### src/rtl/cpu_pkg.sv
// Shared CPU encodings: ALU op select and the divider sequencer state.
package cpu_pkg;

    typedef enum logic [1:0] {
        ALU_ADD = 2'b00,
        ALU_MUL = 2'b01,
        ALU_DIV = 2'b10,
        ALU_MOD = 2'b11
    } alu_op_t;

    typedef enum logic [1:0] {
        IDLE = 2'b00,
        RUN  = 2'b01,
        DONE = 2'b10
    } div_state_t;

    function automatic logic is_divmod(input logic [1:0] op);
        return (op == ALU_DIV) || (op == ALU_MOD);
    endfunction

endpackage

### src/rtl/div_step.sv
// One restoring-division iteration: shift {rem,quo} left, conditionally subtract.
module div_step #(
    parameter int WIDTH = 32
) (
    input  logic [WIDTH-1:0] rem,
    input  logic [WIDTH-1:0] quo,
    input  logic [WIDTH-1:0] divisor,
    output logic [WIDTH-1:0] rem_next,
    output logic [WIDTH-1:0] quo_next
);

    logic [WIDTH:0] shifted;
    logic [WIDTH:0] diff;

    always_comb begin
        shifted = {rem, quo[WIDTH-1]};
        diff    = shifted - {1'b0, divisor};
        // Remainder stays below divisor, so WIDTH bits always hold it.
        if (shifted >= {1'b0, divisor}) begin
            rem_next = diff[WIDTH-1:0];
            quo_next = {quo[WIDTH-2:0], 1'b1};
        end else begin
            rem_next = shifted[WIDTH-1:0];
            quo_next = {quo[WIDTH-2:0], 1'b0};
        end
    end

endmodule

### src/rtl/div_mod_sequencer.sv
// Multi-cycle unsigned DIV/MOD unit: stalls the pipeline for WIDTH steps and
// pulses Done with the quotient or remainder.
module div_mod_sequencer
    import cpu_pkg::*;
#(
    parameter int WIDTH = 32
) (
    input  logic             clk,
    input  logic             reset,
    input  logic             Start,
    input  logic [1:0]       ALUControl,
    input  logic [WIDTH-1:0] SrcA,
    input  logic [WIDTH-1:0] SrcB,
    input  logic             Flush,
    output logic             Stall,
    output logic             Done,
    output logic [WIDTH-1:0] Result,
    output logic             DivZero
);

    localparam int CW = (WIDTH > 1) ? $clog2(WIDTH) : 1;

    div_state_t       state, state_nx;
    alu_op_t          op;
    logic [CW-1:0]    cnt;
    logic [WIDTH-1:0] rem, quo, divisor;
    logic [WIDTH-1:0] rem_nx, quo_nx;
    logic             accept;

    div_step #(.WIDTH(WIDTH)) u_step (
        .rem      (rem),
        .quo      (quo),
        .divisor  (divisor),
        .rem_next (rem_nx),
        .quo_next (quo_nx)
    );

    always_ff @(posedge clk or negedge reset) begin
        if (!reset) state <= IDLE;
        else        state <= state_nx;
    end

    always_comb begin
        state_nx = state;
        accept   = 1'b0;
        Stall    = 1'b0;
        Done     = 1'b0;
        case (state)
            IDLE: begin
                // Flush wins over Start so a squashed instruction never stalls.
                if (reset && Start && is_divmod(ALUControl) && !Flush) begin
                    accept   = 1'b1;
                    Stall    = 1'b1;
                    state_nx = (SrcB == '0) ? DONE : RUN;
                end
            end
            RUN: begin
                Stall = 1'b1;
                if (Flush)          state_nx = IDLE;
                else if (cnt == '0) state_nx = DONE;
            end
            DONE: begin
                Done     = !Flush;
                state_nx = IDLE;
            end
            default: state_nx = IDLE;
        endcase
    end

    always_ff @(posedge clk or negedge reset) begin
        if (!reset) begin
            op      <= ALU_DIV;
            cnt     <= '0;
            rem     <= '0;
            quo     <= '0;
            divisor <= '0;
            Result  <= '0;
            DivZero <= 1'b0;
        end else if (accept) begin
            op      <= alu_op_t'(ALUControl);
            cnt     <= CW'(WIDTH - 1);
            rem     <= '0;
            quo     <= SrcA;
            divisor <= SrcB;
            // Divide by zero goes straight to DONE with the architectural result.
            if (SrcB == '0) begin
                Result  <= (ALUControl == ALU_MOD) ? SrcA : '1;
                DivZero <= 1'b1;
            end
        end else if (state == RUN && !Flush) begin
            rem <= rem_nx;
            quo <= quo_nx;
            cnt <= cnt - CW'(1);
            if (cnt == '0) begin
                Result  <= (op == ALU_MOD) ? rem_nx : quo_nx;
                DivZero <= 1'b0;
            end
        end
    end

endmodule

### config.mk
export PLATFORM = sky130hd
export DESIGN_NAME = div_mod_sequencer
export DESIGN_NICKNAME = d
export VERILOG_FILES = /design/src/rtl/cpu_pkg.sv /design/src/rtl/div_step.sv /design/src/rtl/div_mod_sequencer.sv
export SDC_FILE = /design/constraint.sdc
export NUM_CORES = 1
export LEC_CHECK = 0
export ABC_AREA = 1
export BUFFER_PORTS_ARGS = -buffer_cell sky130_fd_sc_hd__buf_2
export CAP_MARGIN = 15
export CORE_MARGIN = 4
export CORE_UTILIZATION = 45
export CTS_BUF_LIST = sky130_fd_sc_hd__clkbuf_8
export DETAILED_ROUTE_END_ITERATION = 16
export HOLD_SLACK_MARGIN = 0.15
export MAX_ROUTING_LAYER = met4
export PLACE_DENSITY_LB_ADDON = 0.2
export REMOVE_ABC_BUFFERS = 1
export SYNTH_ARGS = -nofsm -noshare
export SYNTH_HDL_FRONTEND = slang
export SYNTH_SLANG_ARGS = --single-unit
### constraint.sdc
create_clock -name clk -period 2.1 [get_ports clk]
set_input_delay 0.105 -clock clk [delete_from_list [all_inputs] [get_ports clk]]
set_output_delay 0.105 -clock clk [all_outputs]
set_load 0.01 [all_outputs]
==> impl_metrics.py <==
metrics = {
    "synthesis": {
        "ys_warn_count": 0,
        "seq_area_frac_synth_pct": 37.11,
        "ys.flop_type": "dfrtp_1",
        "synth_largest_area_cell": "dfrtp_1",
        "synth.top_cells.by_count": "nand2_1, inv_1, dfrtp_1, nand3_1, o21ai_0",
        "synth_top_cell_area_share_pct": 36.82,
        "ys_types": 37,
        "synth_area_leaders": "dfrtp_1, nand2_1, inv_1",
        "synth-edff-count": 0,
        "async_flop_share_pct": 100.0,
        "syn_area_per_cell_um2": 6.674,
        "synth-seq-cells": 138,
        "yosysMostFrequentCell": "nand2_1",
        "synth_area_um2": 9310,
        "synthCells": 1395,
    },
    "drt": {
        "antenna_left": 0,
        "vias": 10950,
        "remaining_drc_errors": 0,
        "drt_iter0_drc": 986,
        "wirelength_mm": 35.14,
        "wl_per_cell_um": 17.27,
        "drt-vias-per-instance": 5.380,
        "drt-pass1-iter-count": 6,
    },
    "critical_path": {
        "worstSetupEndpointType": "register",
        "path_class": "reg -> reg",
        "cp-startpoint": "rem[30]$_DFFE_PN0P_",
        "crit_required_ns": 2.45,
        "reg2reg_slack_ns": -0.21,
        "crit_chain": "ha_4 > inv_2 > nor3_4 > nand2_2 > buf_6 > a21oi_4 > nor2_4 > buf_4 > buf_8 > nand3_4 > nand3_2 > nand2_2 > nand3_1",
        "timing.rr.end": "Result[17]$_DFFE_PN0P_",
        "slowest_delay_ns": 0.44,
        "cp_num_buf_inv": 4,
        "crit_path_frequent_cell": "nand2_2",
        "path_max_fanout": 7,
        "cpMaxStageDelayCell": "dfrtp_1",
        "start_kind": "register",
        "crit_end": "Result[17]$_DFFE_PN0P_",
        "crit_arrival_ns": 2.67,
        "reg2reg_depth": 13,
        "rr_startpoint": "rem[30]$_DFFE_PN0P_",
        "cp.depth": 13,
        "critical-path-top-delay-family": "simple AND/OR/NAND/NOR gates",
    },
    "cells_and_area": {
        "syn_to_final_growth_pct": 57.04,
        "drive_gt1_share_pct": 38.36,
        "nets": 1857,
        "n_antenna_cell": 0,
    },
    "global_route": {
        "grt_first_pass_wirelength_mm": 53.21,
        "overflow": 0,
        "track_usage_pct": 28.83,
        "antenna_found_initial": 0,
        "grt_pass1_vias": 10290,
        "grt_max_degree": 139,
    },
    "timing": {
        "period_share_pct": 110.1,
        "fin_crit_ns": 2.312,
        "max-slew-margin-rel_pct": 21.49,
        "fin_worst_skew_ns": 0.01990,
        "grt_setup_unrepaired": "yes",
        "layout_setup_ws_ns": -0.2121,
        "setup_tns_ns": -9.163,
        "drv_slew": 0,
        "fmax_mhz": 432.5,
        "worstMarginPinSlew_ns": 1.170,
        "hold_viol": 0,
        "setup_viol": 65,
    },
    "clocking": {
        "cts.clk_slew.worst_paths_ns": 0.10,
        "cts_tree": "yes",
        "cts_root_buffer": "clkbuf_8",
        "clk_latency_ns": 0.48,
        "cts_buffers": 17,
        "cts.sink_count": 138,
        "clockBufferDepth": 2,
        "htree_levels": 4,
    },
    "run": {
        "drv_cap": 0,
    },
    "place": {
        "finalWeightedCongestion": 1.003,
        "place_ws_ns": -0.3697,
        "io_buffers": 104,
        "hpwl_mm": 21.67,
    },
    "worst_hold_path": {
        "hold_class": "in -> async",
    },
    "floorplanning": {
        "core_area_um2": 20300,
        "die_x_um": 151.8,
        "dieArea_um2": 23050,
        "die_h_um": 151.8,
        "initial_core_util_pct": 45.86,
        "num_io_pins": 105,
        "row_count": 52,
    },
    "pwr": {
        "irDropWorstVdd_v": 0.0004558,
        "pwr-share-comb_pct": 42.6,
        "clockPowerShare_pct": 24.7,
        "power.leakage_nw": 7.596,
        "switchingPower_w": 0.003709,
        "p_int_w": 0.006089,
        "power_frac_seq_pct": 32.7,
        "power_density_nw_per_um2": 670.2,
        "swShare_pct": 37.86,
    },
    "run_status": {
        "outcome": "finished, violations left",
        "violations": "setup timing",
    },
}
-- worst min-delay path by stage --
stage | startpoint | slack (ns) | end | depth (start not counted)
2_1_floorplan | reset | -0.19 | DivZero$_DFFE_PN0P_ | 0
3_3_place_gp | reset | 0.30 | state[0]$_DFFE_PN0P_ | 2
6_report | reset | 0.29 | state[1]$_DFFE_PN0P_ | 3
5_1_grt | SrcA[26] | 0.38 | quo[26]$_DFFE_PN0P_ | 4
3_5_place_dp | reset | 0.29 | state[1]$_DFFE_PN0P_ | 2
4_1_cts | reset | 0.34 | state[0]$_DFFE_PN0P_ | 3
-- worst min-delay path: cells and delay by family --
kind     cells  cell delay, ns
buf+inv      3            1.17
-- layout by cell type, fill, tap and decap left out, drive strengths merged --
cell type	n
inv	229
dfrtp	137
nand3b	8
clkinv	2
nand3	130
clkinvlp	3
o21ai	83
o221ai	31
nor3	9
dlygate4sd3	69
xor2	14
nor4	8
nand4	7
ha	34
a22oi	1
o211ai	1
and3	1
or2	3
o21bai	1
nor2	48
a21o	1
fa	1
and2	12
nand2	534
a21oi	54
clkbuf	22
bufinv	2
dfstp	1
buf	319
-- per-layer routing --
metal | vias up | global-route usage (%) | wire [um]
li1 | 5133 | - | -
met1 | 5192 | 37.94 | 14710
met2 | 497 | 45.17 | 17030
met3 | 127 | 5.262 | 2174
met4 | 0 | 9.760 | 1227
met5 | - | - | 0
-- cell type report --
| class | count | area [um2] |
|---|---|---|
| Fill cell | 1512 | 5679 |
| Sequential cell | 138 | 3457 |
| Clock inverter | 13 | 157.7 |
| Tap cell | 270 | 337.8 |
| Inverter | 223 | 837.1 |
| Multi-Input combinational cell | 981 | 6457 |
| Clock buffer | 19 | 261.5 |
| Timing Repair Buffer | 391 | 3112 |
-- cells by family (layout without fill, tap and decap cells) --
kind of cell             count (synthesis)  after routing  synth area share, %
flip-flops                             138            138                37.11
adder cells (fa/ha/maj)                 35             35                4.784
XOR/XNOR                                14             14                1.317
buffers and inverters                  276            646                11.48
AND/OR/NAND/NOR                        760            760                34.71
AO/OA/AOI/OAI                          172            172                10.60
-- registers in the layout, summed over array words and instances (netlist names) --
| name | flops |
|---|---|
| Result | 32 |
| state | 2 |
| op | 2 |
| cnt | 5 |
| DivZero | 1 |
| quo | 32 |
| rem | 32 |
| divisor | 32 |
-- power by group through the flow --
stage / Sequential [W] / Clock [W] / Combinational (W)
after CTS: 0.00318 / 0.00243 / 0.00353
final: 0.00320 / 0.00242 / 0.00417
after detailed placement: 0.00321 / 0 / 0.00284
after global routing: 0.00324 / 0.00256 / 0.00447
after floorplan: 0.00318 / 0 / 0.00152
after global placement: 0.00320 / 0 / 0.00280
-- repair_timing --
item / 4_1_cts / 5_1_grt
pin swaps: 57 / 106
hold buffers: 69 / 0
gates resized for setup: 179 / 228
endpoints found under the setup margin: 65 / 67
cloned: 1 / 3
endpoints found under the hold margin: 237 / 0
setup buffers: 30 / 14
-- per-stage QoR --
step	instances	area, um2	power (W)	util, %	hold slack, ns
global route	2035	14620	0.01027	72.02	0.3805
global placement	1890	11330	0.005994	55.82	0.2975
detailed placement	1890	11330	0.006050	55.82	0.2932
finish	2035	14620	0.009798	72.02	0.2943
floorplan	1342	9079	0.004707	-	-0.1906
CTS	2021	13610	0.009139	67.05	0.3438
No activity file was read; power rests on OpenSTA's default activity.
